**src/rtl/seq_det_pkg.sv**
```systemverilog
// Shared helpers for the parametrised sequence detector: KMP transition and failure functions.
package seq_det_pkg;

  localparam int unsigned MAX_N = 32;

  // Width of the matched-prefix register for a pattern of length n.
  function automatic int unsigned state_w(input int unsigned n);
    return (n < 2) ? 1 : $clog2(n);
  endfunction

  // Bit k of a pattern-sized vector, without a variable-width bit select.
  function automatic logic pbit(input logic [MAX_N-1:0] v, input int unsigned k);
    logic [MAX_N-1:0] t;
    t = v >> k;
    return t[0];
  endfunction

  // Bit k of the candidate string (prefix followed by the new bit).
  function automatic logic sbit(input logic [MAX_N:0] v, input int unsigned k);
    logic [MAX_N:0] t;
    t = v >> k;
    return t[0];
  endfunction

  // Longest prefix of pattern that is a suffix of (prefix of length len, then b).
  function automatic int unsigned next_len(input logic [MAX_N-1:0] pattern,
                                           input int unsigned n,
                                           input int unsigned len,
                                           input logic b);
    logic [MAX_N:0] s;
    int unsigned    res;
    logic           ok;
    s = '0;
    for (int unsigned j = 0; j <= MAX_N; j++) begin
      if (j < len) s = s | ((MAX_N+1)'(pbit(pattern, n - 1 - j)) << j);
      else if (j == len) s = s | ((MAX_N+1)'(b) << j);
    end
    res = 0;
    for (int unsigned l = 1; l <= MAX_N; l++) begin
      if (l <= len + 1 && l <= n) begin
        ok = 1'b1;
        for (int unsigned i = 0; i < MAX_N; i++) begin
          if (i < l && pbit(pattern, n - 1 - i) != sbit(s, len + 1 - l + i)) ok = 1'b0;
        end
        if (ok) res = l;
      end
    end
    return res;
  endfunction

  // Longest proper prefix of the full pattern that is also its suffix.
  function automatic int unsigned fail_len(input logic [MAX_N-1:0] pattern,
                                           input int unsigned n);
    int unsigned res;
    logic        ok;
    res = 0;
    for (int unsigned l = 1; l < MAX_N; l++) begin
      if (l < n) begin
        ok = 1'b1;
        for (int unsigned i = 0; i < MAX_N; i++) begin
          if (i < l && pbit(pattern, n - 1 - i) != pbit(pattern, l - 1 - i)) ok = 1'b0;
        end
        if (ok) res = l;
      end
    end
    return res;
  endfunction

endpackage

```
**src/rtl/seq_det_sat_counter.sv**
```systemverilog
// Saturating match counter with synchronous clear taking priority over increment.
module seq_det_sat_counter #(
  parameter int unsigned CNT_W = 8
) (
  input  logic             clk,
  input  logic             reset,
  input  logic             inc,
  input  logic             clr,
  output logic [CNT_W-1:0] count,
  output logic             sat
);

  localparam logic [CNT_W-1:0] CNT_MAX = '1;

  // Count register: clear wins, otherwise increment until all ones.
  always_ff @(posedge clk or negedge reset) begin
    if (!reset) begin
      count <= '0;
    end else if (clr) begin
      count <= '0;
    end else if (inc && count != CNT_MAX) begin
      count <= count + CNT_W'(1);
    end
  end

  assign sat = (count == CNT_MAX);

endmodule

```
**src/rtl/seq_detector_param.sv**
```systemverilog
// Serial pattern detector: KMP prefix-length state, registered match pulse, saturating count.
module seq_detector_param
  import seq_det_pkg::*;
#(
  parameter int unsigned      N       = 4,
  parameter logic [MAX_N-1:0] PATTERN = 32'b1011,
  parameter bit               OVERLAP = 1'b1,
  parameter int unsigned      CNT_W   = 8
) (
  input  logic                  clk,
  input  logic                  reset,
  input  logic                  en,
  input  logic                  in,
  input  logic                  count_clr,
  output logic                  out,
  output logic [state_w(N)-1:0] state,
  output logic [CNT_W-1:0]      match_count,
  output logic                  count_sat
);

  localparam int unsigned SW = state_w(N);
  localparam int unsigned NS = 2 ** SW;
  localparam int unsigned FL = fail_len(PATTERN, N);

  // Reject unusable parameter combinations at elaboration.
  if (N < 2 || N > MAX_N) begin : g_bad_n
    $error("seq_detector_param: N must be in 2..%0d", MAX_N);
  end
  if ((PATTERN >> N) != '0) begin : g_bad_pattern
    $error("seq_detector_param: PATTERN has bits set above N");
  end

  logic [SW-1:0] nxt_tab [NS][2];
  logic          hit_tab [NS][2];
  logic [SW-1:0] state_d;
  logic          hit_c;

  // Transition table built entirely from constants; rows past N-1 are unreachable.
  for (genvar s = 0; s < NS; s++) begin : g_row
    for (genvar b = 0; b < 2; b++) begin : g_col
      localparam int unsigned L   = (s < N) ? next_len(PATTERN, N, s, 1'(b)) : 0;
      localparam bit          HIT = (L == N);
      localparam int unsigned NXT = HIT ? (OVERLAP ? FL : 0) : L;
      assign nxt_tab[s][b] = SW'(NXT);
      assign hit_tab[s][b] = HIT;
    end
  end

  // Next-state lookup; state holds and no match while sampling is disabled.
  always_comb begin
    state_d = state;
    hit_c   = 1'b0;
    if (en) begin
      state_d = nxt_tab[state][in];
      hit_c   = hit_tab[state][in];
    end
  end

  // State and match-pulse registers.
  always_ff @(posedge clk or negedge reset) begin
    if (!reset) begin
      state <= '0;
      out   <= 1'b0;
    end else begin
      state <= state_d;
      out   <= hit_c;
    end
  end

  seq_det_sat_counter #(.CNT_W(CNT_W)) u_cnt (
    .clk   (clk),
    .reset (reset),
    .inc   (hit_c),
    .clr   (count_clr),
    .count (match_count),
    .sat   (count_sat)
  );

endmodule

```
**config.mk**
```make
export PLATFORM = sky130hd
export DESIGN_NAME = seq_detector_param
export DESIGN_NICKNAME = d
export VERILOG_FILES = /design/src/rtl/seq_det_pkg.sv /design/src/rtl/seq_det_sat_counter.sv /design/src/rtl/seq_detector_param.sv
export SDC_FILE = /design/constraint.sdc
export NUM_CORES = 1
export LEC_CHECK = 0
export CORE_AREA = 2 2 39 41
export DETAILED_ROUTE_END_ITERATION = 8
export DIE_AREA = 0 0 41 43
export GPL_ROUTABILITY_DRIVEN = 0
export MAX_ROUTING_LAYER = met4
export PLACE_DENSITY = 0.73
export SYNTH_ARGS = -nofsm -noshare
export SYNTH_HDL_FRONTEND = slang
export SYNTH_SLANG_ARGS = --single-unit
```
**constraint.sdc**
```tcl
create_clock -name clk -period 3.3 [get_ports clk]
set_clock_uncertainty 0.2 [all_clocks]
set_input_delay 0.66 -clock clk [delete_from_list [all_inputs] [get_ports clk]]
set_output_delay 0.66 -clock clk [all_outputs]
set_load 0.02 [all_outputs]
```
==> results.txt <==
----------------------------------------------------
[Detailed routing]
  Residual DRC ... 0
  Number of DRC markers in iteration 0 ... 2
  Number of nets with antenna violations after detailed routing ... 0
  Vias ... 484
  Number of iterations in the first detailed-routing pass ... 4
  Sum of routed wire length over all layers ... 1110 um
  Wire length per cell ... 12.5 um
  Average vias per placed instance ... 5.44

[GRT]
  Maximum number of pins on one net before global-route repair ... 12
  Antenna violations before repair ... 0
  Vias in the first global route ... 439
  Wire length of the first global-routing pass ... 1860 um
  Leftover overflow at the end of global routing ... 0
  Tot GR Track Use ... 16.4%

[Placed design]
  Number of I/O port buffers ... 16
  DPL Wire Length ... 836 um
  Inst Count DP ... 85
  Placed cell areas ... 744 um2

[Yosys]
  Compound-gate portion of the synthesized area ... 18.5%
  Syn_nets ... 60
  Area of the mapped netlist ... 574 um2
  Sequential share of the synthesized area ... 47.9%
  Number of warnings reported in the yosys synthesis log ... 0
  Mux cell area share after synthesis ... 3.70%
  Main combinational cell family by area after synthesis ... simple AND/OR/NAND/NOR gates
  Synth Area in Adders ... 2.18%
  Count of different cell masters after synthesis ... 26
  Avg Cell Area, Syn ... 10.6 um2
  Area share of xor/xnor cells in the synthesized design ... 1.53%
  #FFs+latches synth ... 11
  Post-synthesis simple-gate area fraction ... 23.1%
  Number of instances in the synthesized netlist ... 54

[Timing]
  Final critical-path share of the clock period ... 81.3%
  Setup repair after global routing missed its margin ... no
  Highest attainable clock frequency ... 373 MHz
  Final setup fails ... 0
  Period minus WS final ... 2.68 ns
  Slew at the pin closest to its max-slew limit ... 0.484 ns
  Final number of hold-violating endpoints ... 0
  Slew Viols, Final ... 0
  Relative slew margins ... 67.6%
  Hold slack ... 0.325 ns
  Summed negative setup slack over all endpoints ... 0 ns

[Worst setup path]
  Largest delay share family, worst path ... buffers and inverters
  Critical path required time ... 2.44 ns
  Critical path class ... reg2out
  Launching instance or port of the critical path ... u_cnt.count[0]
  Crit. End Element ... primary output
  Critical R2R Launch ... u_cnt.count[0]
  Launching element type of the critical path ... flop
  Slack of the worst reg-to-reg path ... 1.66 ns
  Worst-path fanout max ... 4
  Slowest cell on the critical path ... sky130_fd_sc_hd__clkdlybuf4s50_1
  Largest incremental delay on the critical path ... 0.60 ns
  Data arrival, critical path ... 1.82 ns
  Count of buffer and inverter cells on the critical path ... 1
  Cells along the critical path ... ha_1 > nand3_1 > nor2_1 > clkdlybuf4s50_1

[Cells and area]
  Fill count ... 134
  Share of layout cells above drive strength 1 ... 16.4%
  Number of diodes added for antenna fixing ... 0
  Layout overhead on the synthesized area ... 34.2%
  Non-filler instance count after layout ... 89
  Layout Cell Area excl Fill ... 771 um2
  Final #Nets ... 80

[Clock tree]
  Number of buffers on the longest clock path ... 2
  Number of gates given a new drive strength after cts ... 0
  H-tree depth reported by CTS ... 1
  Post-CTS Hold Fix Bufs ... 0
  Clock insertion delay at the later pin of the skew report ... 0.27 ns
  CTS tree ... built
  Number of clock buffers inserted by TritonCTS ... 3
  Clk sinks ... 11
  Buffers inserted by post-CTS timing repair ... 0
  CTS root buffer ... sky130_fd_sc_hd__clkbuf_4
  CTS clk-pin slew, worst paths ... 0.06 ns

[Power and ir drop]
  Standby leakage power ... 0.323 nW
  Worst IR Drop VDD ... 0.254 mV
  Power per cell area ... 338 mW/mm2

[Floorplanning]
  Floorplan core area ... 0.00138 mm2
  Die Area ... 0.00176 mm2
  Floorplan row count ... 14
  IO Pins ... 17
  Die W ... 41 um
  Vertical extent of the die ... 43 um
  Effective utilization at floorplan ... 41.5%

[Run]
  # Max-Cap Violations ... 0

[Run status]
  Result of the run ... completed

[Min path]
  Worst min path class ... reg2reg
  Worst Hold Launch ... state[1]

----------------------------------------------------
[cells in the mapped netlist (all sizes together)]
| library cell | n | area [um2] |
|---|---|---|
| nor2b | 1 | 6.26 |
| and3 | 1 | 7.51 |
| inv | 2 | 7.50 |
| ha | 1 | 12.5 |
| xor2 | 1 | 8.76 |
| nor2 | 6 | 25.0 |
| dfrtp | 11 | 275 |
| mux2 | 1 | 11.3 |
| nor3 | 3 | 20.0 |
| clkdlybuf4s25 | 1 | 10.0 |
| nand4 | 2 | 33.8 |
| a21oi | 5 | 25.0 |
| nand2 | 4 | 15.0 |
| nand3 | 3 | 15.0 |
| mux2i | 1 | 10.0 |
| o22ai | 1 | 6.26 |
| a311oi | 2 | 17.5 |
| o21ai | 4 | 31.3 |
| a211oi | 2 | 15.0 |
| and4 | 1 | 10.0 |
| o2111a | 1 | 11.3 |
[area by class of cell]
type,count,area [um2],share of cell area [%]
Multi-Input combinational cell,40,282,36.5
Inverter,2,7.51,0.974
Timing Repair Buffer,16,160,20.8
Sequential cell,11,275,35.7
Tap cell,16,20.0,2.60
Clock buffer,4,26.3,3.41
[sequential cells by signal, summed over array words and instances (netlist names)]
signal       count
state            2
u_cnt.count      8
out              1
[power breakdown]
group          switching, mW  total (mW)  leakage [nW]  internal [mW]
Sequential           0.00363       0.142         0.150          0.138
Combinational         0.0147      0.0284         0.158         0.0137
Clock                 0.0428      0.0896        0.0150         0.0469
Total                 0.0611       0.260         0.323          0.199
[routing by layer]
metal / vias to the layer above / GRT usage [%] / routed length (um)
li1: 240 / - / -
met1: 227 / 18.6 / 478
met2: 15 / 24.4 / 552
met3: 2 / 9.42 / 79
met4: 0 / 4.00 / 4
met5: - / - / 0
[tightest hold or removal path, stage by stage, from the launching register on]
cell and delay [ns]:
sky130_fd_sc_hd__dfrtp_1 0.38, sky130_fd_sc_hd__nand2_1 0.05, sky130_fd_sc_hd__o21ai_0 0.06
[cells in the final DEF, fill, tap and decap left out]
cell and count:
sky130_fd_sc_hd__a211oi_1 2, sky130_fd_sc_hd__a21oi_1 5, sky130_fd_sc_hd__a311oi_1 2, sky130_fd_sc_hd__and3_2 1
sky130_fd_sc_hd__and4_2 1, sky130_fd_sc_hd__clkbuf_1 1, sky130_fd_sc_hd__clkbuf_4 3, sky130_fd_sc_hd__clkdlybuf4s50_1 16
sky130_fd_sc_hd__dfrtp_1 11, sky130_fd_sc_hd__ha_1 1, sky130_fd_sc_hd__inv_1 1, sky130_fd_sc_hd__inv_2 1
sky130_fd_sc_hd__mux2_2 1, sky130_fd_sc_hd__mux2i_1 1, sky130_fd_sc_hd__nand2_1 4, sky130_fd_sc_hd__nand3_1 3
sky130_fd_sc_hd__nand4_2 1, sky130_fd_sc_hd__nand4_4 1, sky130_fd_sc_hd__nor2_1 5, sky130_fd_sc_hd__nor2_2 1
sky130_fd_sc_hd__nor2b_1 1, sky130_fd_sc_hd__nor3_1 2, sky130_fd_sc_hd__nor3_2 1, sky130_fd_sc_hd__o2111a_1 1
sky130_fd_sc_hd__o21ai_0 3, sky130_fd_sc_hd__o21ai_4 1, sky130_fd_sc_hd__o22ai_1 1, sky130_fd_sc_hd__xor2_1 1
[worst paths after layout]
check | end | cells past startpoint
max in group asynchronous | u_cnt.count[0] | 1
min in group asynchronous | u_cnt.count[4] | 1
worst max register to register | u_cnt.count[3] | 5
worst max-delay path | count_sat | 4
worst min register to register | state[1] | 2
worst min-delay path | state[1] | 2
[metrics by stage]
stage	power, mW	util, %	setup slack (ns)
after global placement	0.173	53.8	0.939
after detailed placement	0.174	53.8	0.906
after global routing	0.278	55.7	0.513
after floorplan	0.157	-	1.22
after CTS	0.263	55.7	0.604
final	0.260	55.7	0.618
[kinds of logic after synthesis]
| logic type | after synthesis |
|---|---|
| multiplexers | 2 |
| flip-flops | 11 |
| buffers and inverters | 3 |
| AO/OA/AOI/OAI | 15 |
| AND/OR/NAND/NOR | 21 |
| adder cells (fa/ha/maj) | 1 |
| XOR/XNOR | 1 |
Power figures use the tool's default switching activity.
